==> config.mk <==
export PLATFORM = sky130hd
export DESIGN_NAME = instruction_fetch
export DESIGN_NICKNAME = d
export VERILOG_FILES = /design/src/rtl/instruction_fetch.sv
export SDC_FILE = /design/constraint.sdc
export NUM_CORES = 1
export LEC_CHECK = 0
export CORE_MARGIN = 4
export CORE_UTILIZATION = 45
export DETAILED_ROUTE_END_ITERATION = 10
export PLACE_DENSITY = 0.78
export SLEW_MARGIN = 20
export SYNTH_ARGS = -nofsm -noshare
export SYNTH_HDL_FRONTEND = slang
export SYNTH_SLANG_ARGS = --single-unit
==> constraint.sdc <==
create_clock -name clk -period 4.3 [get_ports clk]
set_clock_uncertainty 0.15 [all_clocks]
set_input_delay 0.645 -clock clk [delete_from_list [all_inputs] [get_ports clk]]
set_output_delay 0.645 -clock clk [all_outputs]
set_load 0.1 [all_outputs]
==> src/rtl/instruction_fetch.sv <==
// Instruction fetch stage: drives the fetch PC, talks to instruction memory with a
// req/ready handshake, and feeds the IF/ID register with stall and redirect handling.
//
// state | meaning
// FETCH | request outstanding to instruction memory
// HOLD  | fetched word parked in buffer while downstream is stalled
module instruction_fetch #(
    parameter logic [31:0] RESET_PC = 32'h00000000
) (
    input  logic        clk,
    input  logic        reset,
    output logic        imem_req,
    output logic [31:0] imem_addr,
    input  logic        imem_ready,
    input  logic [31:0] imem_data,
    input  logic        stall,
    input  logic        branch_taken,
    input  logic [15:0] branch_offset,
    input  logic        jump,
    input  logic [25:0] jump_address,
    output logic [31:0] pc,
    output logic [31:0] if_id_instruction,
    output logic [31:0] if_id_pc4,
    output logic        if_id_valid
);

    typedef enum logic {
        FETCH = 1'b0,
        HOLD  = 1'b1
    } state_t;

    state_t      state_q, state_d;
    logic [31:0] pc_q, pc_d;
    logic [31:0] buf_q, buf_d;
    logic [31:0] inst_q, inst_d;
    logic [31:0] pc4_q, pc4_d;
    logic        valid_q, valid_d;

    logic        transfer;
    logic        redirect;
    logic [31:0] pc_plus4;
    logic [31:0] branch_target;
    logic [31:0] jump_target;
    logic [31:0] redirect_target;

    // Gated by reset so the request drops asynchronously with it.
    assign imem_req  = (state_q == FETCH) && !reset;
    assign imem_addr = pc_q;
    assign transfer  = imem_req && imem_ready;
    assign pc_plus4  = pc_q + 32'd4;

    assign branch_target   = pc4_q + {{14{branch_offset[15]}}, branch_offset, 2'b00};
    assign jump_target     = {pc4_q[31:28], jump_address, 2'b00};
    assign redirect_target = jump ? jump_target : branch_target;
    assign redirect        = (jump || branch_taken) && valid_q && !stall;

    always_comb begin
        state_d = state_q;
        pc_d    = pc_q;
        buf_d   = buf_q;
        inst_d  = inst_q;
        pc4_d   = pc4_q;
        valid_d = valid_q;
        if (stall) begin
            if (state_q == FETCH && transfer) begin
                buf_d   = imem_data;
                pc_d    = pc_plus4;
                state_d = HOLD;
            end
        end else if (redirect) begin
            pc_d    = redirect_target;
            valid_d = 1'b0;
            state_d = FETCH;
        end else if (state_q == FETCH) begin
            if (transfer) begin
                inst_d  = imem_data;
                pc4_d   = pc_plus4;
                valid_d = 1'b1;
                pc_d    = pc_plus4;
            end else begin
                valid_d = 1'b0;
            end
        end else begin
            // pc already advanced past the buffered word, so it is that word's PC+4.
            inst_d  = buf_q;
            pc4_d   = pc_q;
            valid_d = 1'b1;
            state_d = FETCH;
        end
    end

    always_ff @(posedge clk or posedge reset) begin
        if (reset) begin
            state_q <= FETCH;
            pc_q    <= RESET_PC;
            buf_q   <= 32'h0;
            inst_q  <= 32'h0;
            pc4_q   <= 32'h0;
            valid_q <= 1'b0;
        end else begin
            state_q <= state_d;
            pc_q    <= pc_d;
            buf_q   <= buf_d;
            inst_q  <= inst_d;
            pc4_q   <= pc4_d;
            valid_q <= valid_d;
        end
    end

    assign pc                = pc_q;
    assign if_id_instruction = inst_q;
    assign if_id_pc4         = pc4_q;
    assign if_id_valid       = valid_q;

endmodule
* After elaboration in Yosys (flattened, before gate mapping) *
Index checks and enable logic that the tools add are counted.

storage, ports and cells
  flip-flop bits (word level) = 130
  bits of input ports = 80
  output and inout bits = 130
  word-level logic and storage cells = 40

operators by class
  add/sub/neg operators = 2
  equal/unequal tests = 2
  mux-type cells = 14
  bitwise operators = 3
  reductions and logical operators = 13

operators by type and width
  cell                                                                     number
  32-bit 2-to-1 mux                                                        9
  32-bit by 3-bit adder with 32-bit output, second input constant          1
  32-bit adder                                                             1
  3-bit AND reduction                                                      2
  1-bit logical AND                                                        5
  1-bit 2-to-1 mux                                                         5
  3-bit by 2-bit inequality test with 1-bit output, second input constant  1
  1-bit inverter                                                           3
  3-bit nonzero test                                                       1
  1-bit logical NOT                                                        2
  2-bit by 1-bit inequality test with 1-bit output, second input constant  1
  2-bit AND reduction                                                      1
  2-bit nonzero test                                                       1
  1-bit logical OR                                                         1

* Depth between registers and ports, before layout *
  word-level depth = 7
  mapped depth = 11
  mapped depth without buffers = 11

* Least setup slack after synthesis *
Ideal clock, no wire load.

  path type = input -> register
  start point = input port reset
  end point = register buf_q[0]
  library setup time = 125 ps
  arrival time = 3,335 ps
  data required time = 4,025 ps
  path slack = 691 ps
  stages on the path = 6
  path buffers = 2
  cell sequence = nor2_1 -> nand2_1 -> clkbuf_1 -> nor2_1 -> clkbuf_1 -> mux2_2

on the way
  longest elaborated chain between the ends = 5

RTL lines
  what                                  RTL line  source
  start: declaration                    11        input logic reset,
  1-bit logical NOT (no source line)    -
  1-bit logical AND                     47        assign imem_req = (state_q == FETCH) && !reset;
  1-bit logical AND                     49        assign transfer = imem_req && imem_ready;
  1-bit logical AND                     65        if (state_q == FETCH && transfer) begin
  2-bit AND reduction (no source line)  -
  end signal: assignment                103       buf_q <= buf_d;
  end: declaration                      34        logic [31:0] buf_q, buf_d;

Every way passes these cells.
A chain may end at the register's enable or synchronous reset.

* Worst setup path after layout *
  start point = input port branch_offset[0]
  end point = register pc_q[28] (netlist: imem_addr[28])

on the way
  longest elaborated chain between the ends = 4

RTL lines
  what                    RTL line  source
  start: declaration      18        input logic [15:0] branch_offset,
  32-bit adder            52        assign branch_target = pc4_q + {{14{branch_offset[15]}}, branch_offset, 2'b00};
  32-bit 2-to-1 mux       54        assign redirect_target = jump ? jump_target : branch_target;
  32-bit 2-to-1 mux       70        end else if (redirect) begin
  32-bit 2-to-1 mux       64        if (stall) begin
  end signal: assignment  102       pc_q <= pc_d;
  end: declaration        33        logic [31:0] pc_q, pc_d;

Every way passes these cells.

==> results_dict.tcl <==
set metrics [dict create \
    finalHoldViolations 0 \
    yosys_warnings 0 \
    track_usage 0.2303 \
    cts_hold_buf 0 \
    cts_tree "done" \
    antenna_found_initial 1 \
    core-area_um2 17420 \
    finalSetupViolations 0 \
    synth_top_area_share 0.4040 \
    maxSlewViolCount 0 \
    area_growth_pct 33.01 \
    postRouteAntennaNets 0 \
    clock_path_buffers 2 \
    die_height_um 141.8 \
    ff2ff_path_depth 10 \
    cts_max_level 4 \
    yosys.area.top_type "dfrtp_1" \
    hpwlAfterDp_um 16520 \
    fin_crit_sh 0.8448 \
    rsz0062_at_grt "no" \
    insertion_delay_ps 420 \
    fmax_ghz 0.2753 \
    nFillCells 1451 \
    synthCells 879 \
    synth_top_flop_cell "dfrtp_1" \
    die_area_um2 20100 \
    arrival_ps 3740 \
    seq_area_um2 3254 \
    status "finished clean" \
    dp_slack_ps 322.6 \
    syn_area_um2 8051 \
    wl_per_cell_um 18.06 \
    ios 210 \
    numPortBuffers 209 \
    crit_fanout 5 \
    die_w_um 141.8 \
    drt_wl_total_um 23080 \
    post_cts_buffers 0 \
    gp_congestion 0.8857 \
    grt_start_max_net_pins 125 \
    drt_iter0_markers 505 \
    yosysUniqueCellTypes 61 \
    worst_pin_slew_ps 1029 \
    crit_path_end_kind "flop" \
    drv_cap 0 \
    synth_async_sr_flop_share 1.000 \
    endpoint "imem_addr[28]" \
    grt_first_pass_wirelength_um 36980 \
    cts.sink_count 130 \
    ys_seq_area_frac 0.4040 \
    min_period_ps 3633 \
    root_buffer "clkbuf_16" \
    synth-edff-count 0 \
    multiInputGateArea_um2 4335 \
    startpoint "branch_offset[0]" \
    clkTransAtPathRegs_ps 60 \
    drive_gt1_frac 0.09411 \
    cts_resized 0 \
    synth_nets 990 \
    initial_core_util 0.4623 \
    drc 0 \
    timing.setup.tns_ps 0 \
    yosys_register_bits 130 \
    numCtsBuffers 17 \
    route.vias.total 7020 \
    firstDrtPassIters 5 \
    avgSynthCellArea_um2 9.160 \
    r2r-end "imem_addr[30]" \
    reg2reg_slack_ps 750 \
    nets 1150 \
    cp.required_ps 4410 \
    setup_ws_ps 667.4 \
    slew_headroom 0.3116 \
    min_path_type "reg -> reg" \
    fp-row-count 48 \
    critPathKind "in -> reg" \
    cp-start-kind "primary input" \
    grt_pass1_vias 6924 \
    grt-ovfl-total 0 \
    vias_per_cell 5.493 \
    yosys-top-cells-area "dfrtp_1, xnor2_1, nand2_1" \
    reg2reg_from "imem_addr[2]" \
]
[metal layers]
layer / vias to the layer above / GRT usage / wire, µm
li1: 3362 / - / -
met1: 3355 / 0.3039 / 9808
met2: 277 / 0.3702 / 10990
met3: 26 / 0.06943 / 1975
met4: 0 / 0.06212 / 308
met5: - / 0 / 0
[stage by stage]
stage,hold slack (ps),cell area [µm²],util,instances
floorplan,330.5,8051,-,879
global placement,310.4,10100,0.5800,1245
detailed placement,319.9,10100,0.5800,1245
CTS,333.7,10710,0.6147,1277
global route,357.2,10710,0.6149,1278
finish,328.0,10710,0.6149,1278
[cell type report]
cell class	instances	share of cell area
well taps	225	0.02629
clock buffers	20	0.04265
diodes	1	0.0002337
repair buffers	221	0.2042
inverters	11	0.004089
clock inverters	12	0.01379
flip-flops and latches	130	0.3039
multi-input cells	658	0.4048
[kinds of logic after synthesis]
group | share of synthesized area
compound gates | 0.1428
xor+xnor | 0.08811
flops | 0.4040
mux | 0.09619
fa+ha+maj | 0.04911
simple gates | 0.1613
buf+inv | 0.05843
[state kept, by name, indices dropped and copies added (netlist names)]
register	cells
buf_q	32
if_id_instruction	32
if_id_pc4	32
imem_addr	32
if_id_valid	1
state_q	1
[worst min-delay path by stage]
stage          slack (ps)  cells after the start                     to                  start
2_1_floorplan         330                      1              buf_q[13]              buf_q[13]
3_3_place_gp          310                      2  if_id_instruction[26]  if_id_instruction[26]
3_5_place_dp          320                      2   if_id_instruction[9]   if_id_instruction[9]
4_1_cts               330                      2  if_id_instruction[16]  if_id_instruction[16]
5_1_grt               360                      2   if_id_instruction[4]   if_id_instruction[4]
6_report              330                      2   if_id_instruction[4]   if_id_instruction[4]
[cells in the final DEF (no fill, tap or decap), types with 10 or more instances in the layout]
cell type        synthesis  final
clkdlybuf4s50_1          0    207
dfrtp_1                130    129
nand2_1                118    118
o21ai_0                 86     86
nor2_1                  63     61
xnor2_1                 52     52
a21oi_1                 49     49
mux2i_1                 38     38
mux2_2                  35     35
ha_1                    30     30
xor2_1                  29     29
nand3_1                 18     18
nor3_1                  17     17
clkbuf_16                0     17
a211oi_1                15     15
buf_4                   32     12
nand4_1                 11     11
a21o_1                  11     11
inv_1                   11     10
[worst max-delay path, cell delays in order]
cell             delay (ps)
clkdlybuf4s50_1         410
ha_1                    250
fa_1                    440
a211oi_1                320
o21bai_1                120
a21oi_1                 210
o2bb2ai_1               170
a41oi_1                 600
o31ai_1                 190
xnor2_1                 150
o21ai_0                  80
a21boi_1                150
[Yosys cell counts, types with 11 or more instances]
cell type  number
a21o_1         11
a21oi_1        49
o21ai_0        86
clkbuf_1       40
nor3_1         17
nand2_1       118
ha_1           30
nand4_1        11
xnor2_1        52
inv_1          11
dfrtp_1       130
a211oi_1       15
nor2_1         63
mux2_2         35
xor2_1         29
mux2i_1        38
nand3_1        18
buf_4          32
Power is left out: the tool's default activity adds up to more than one toggle a clock period on the data nets, which glitch-free logic cannot reach.
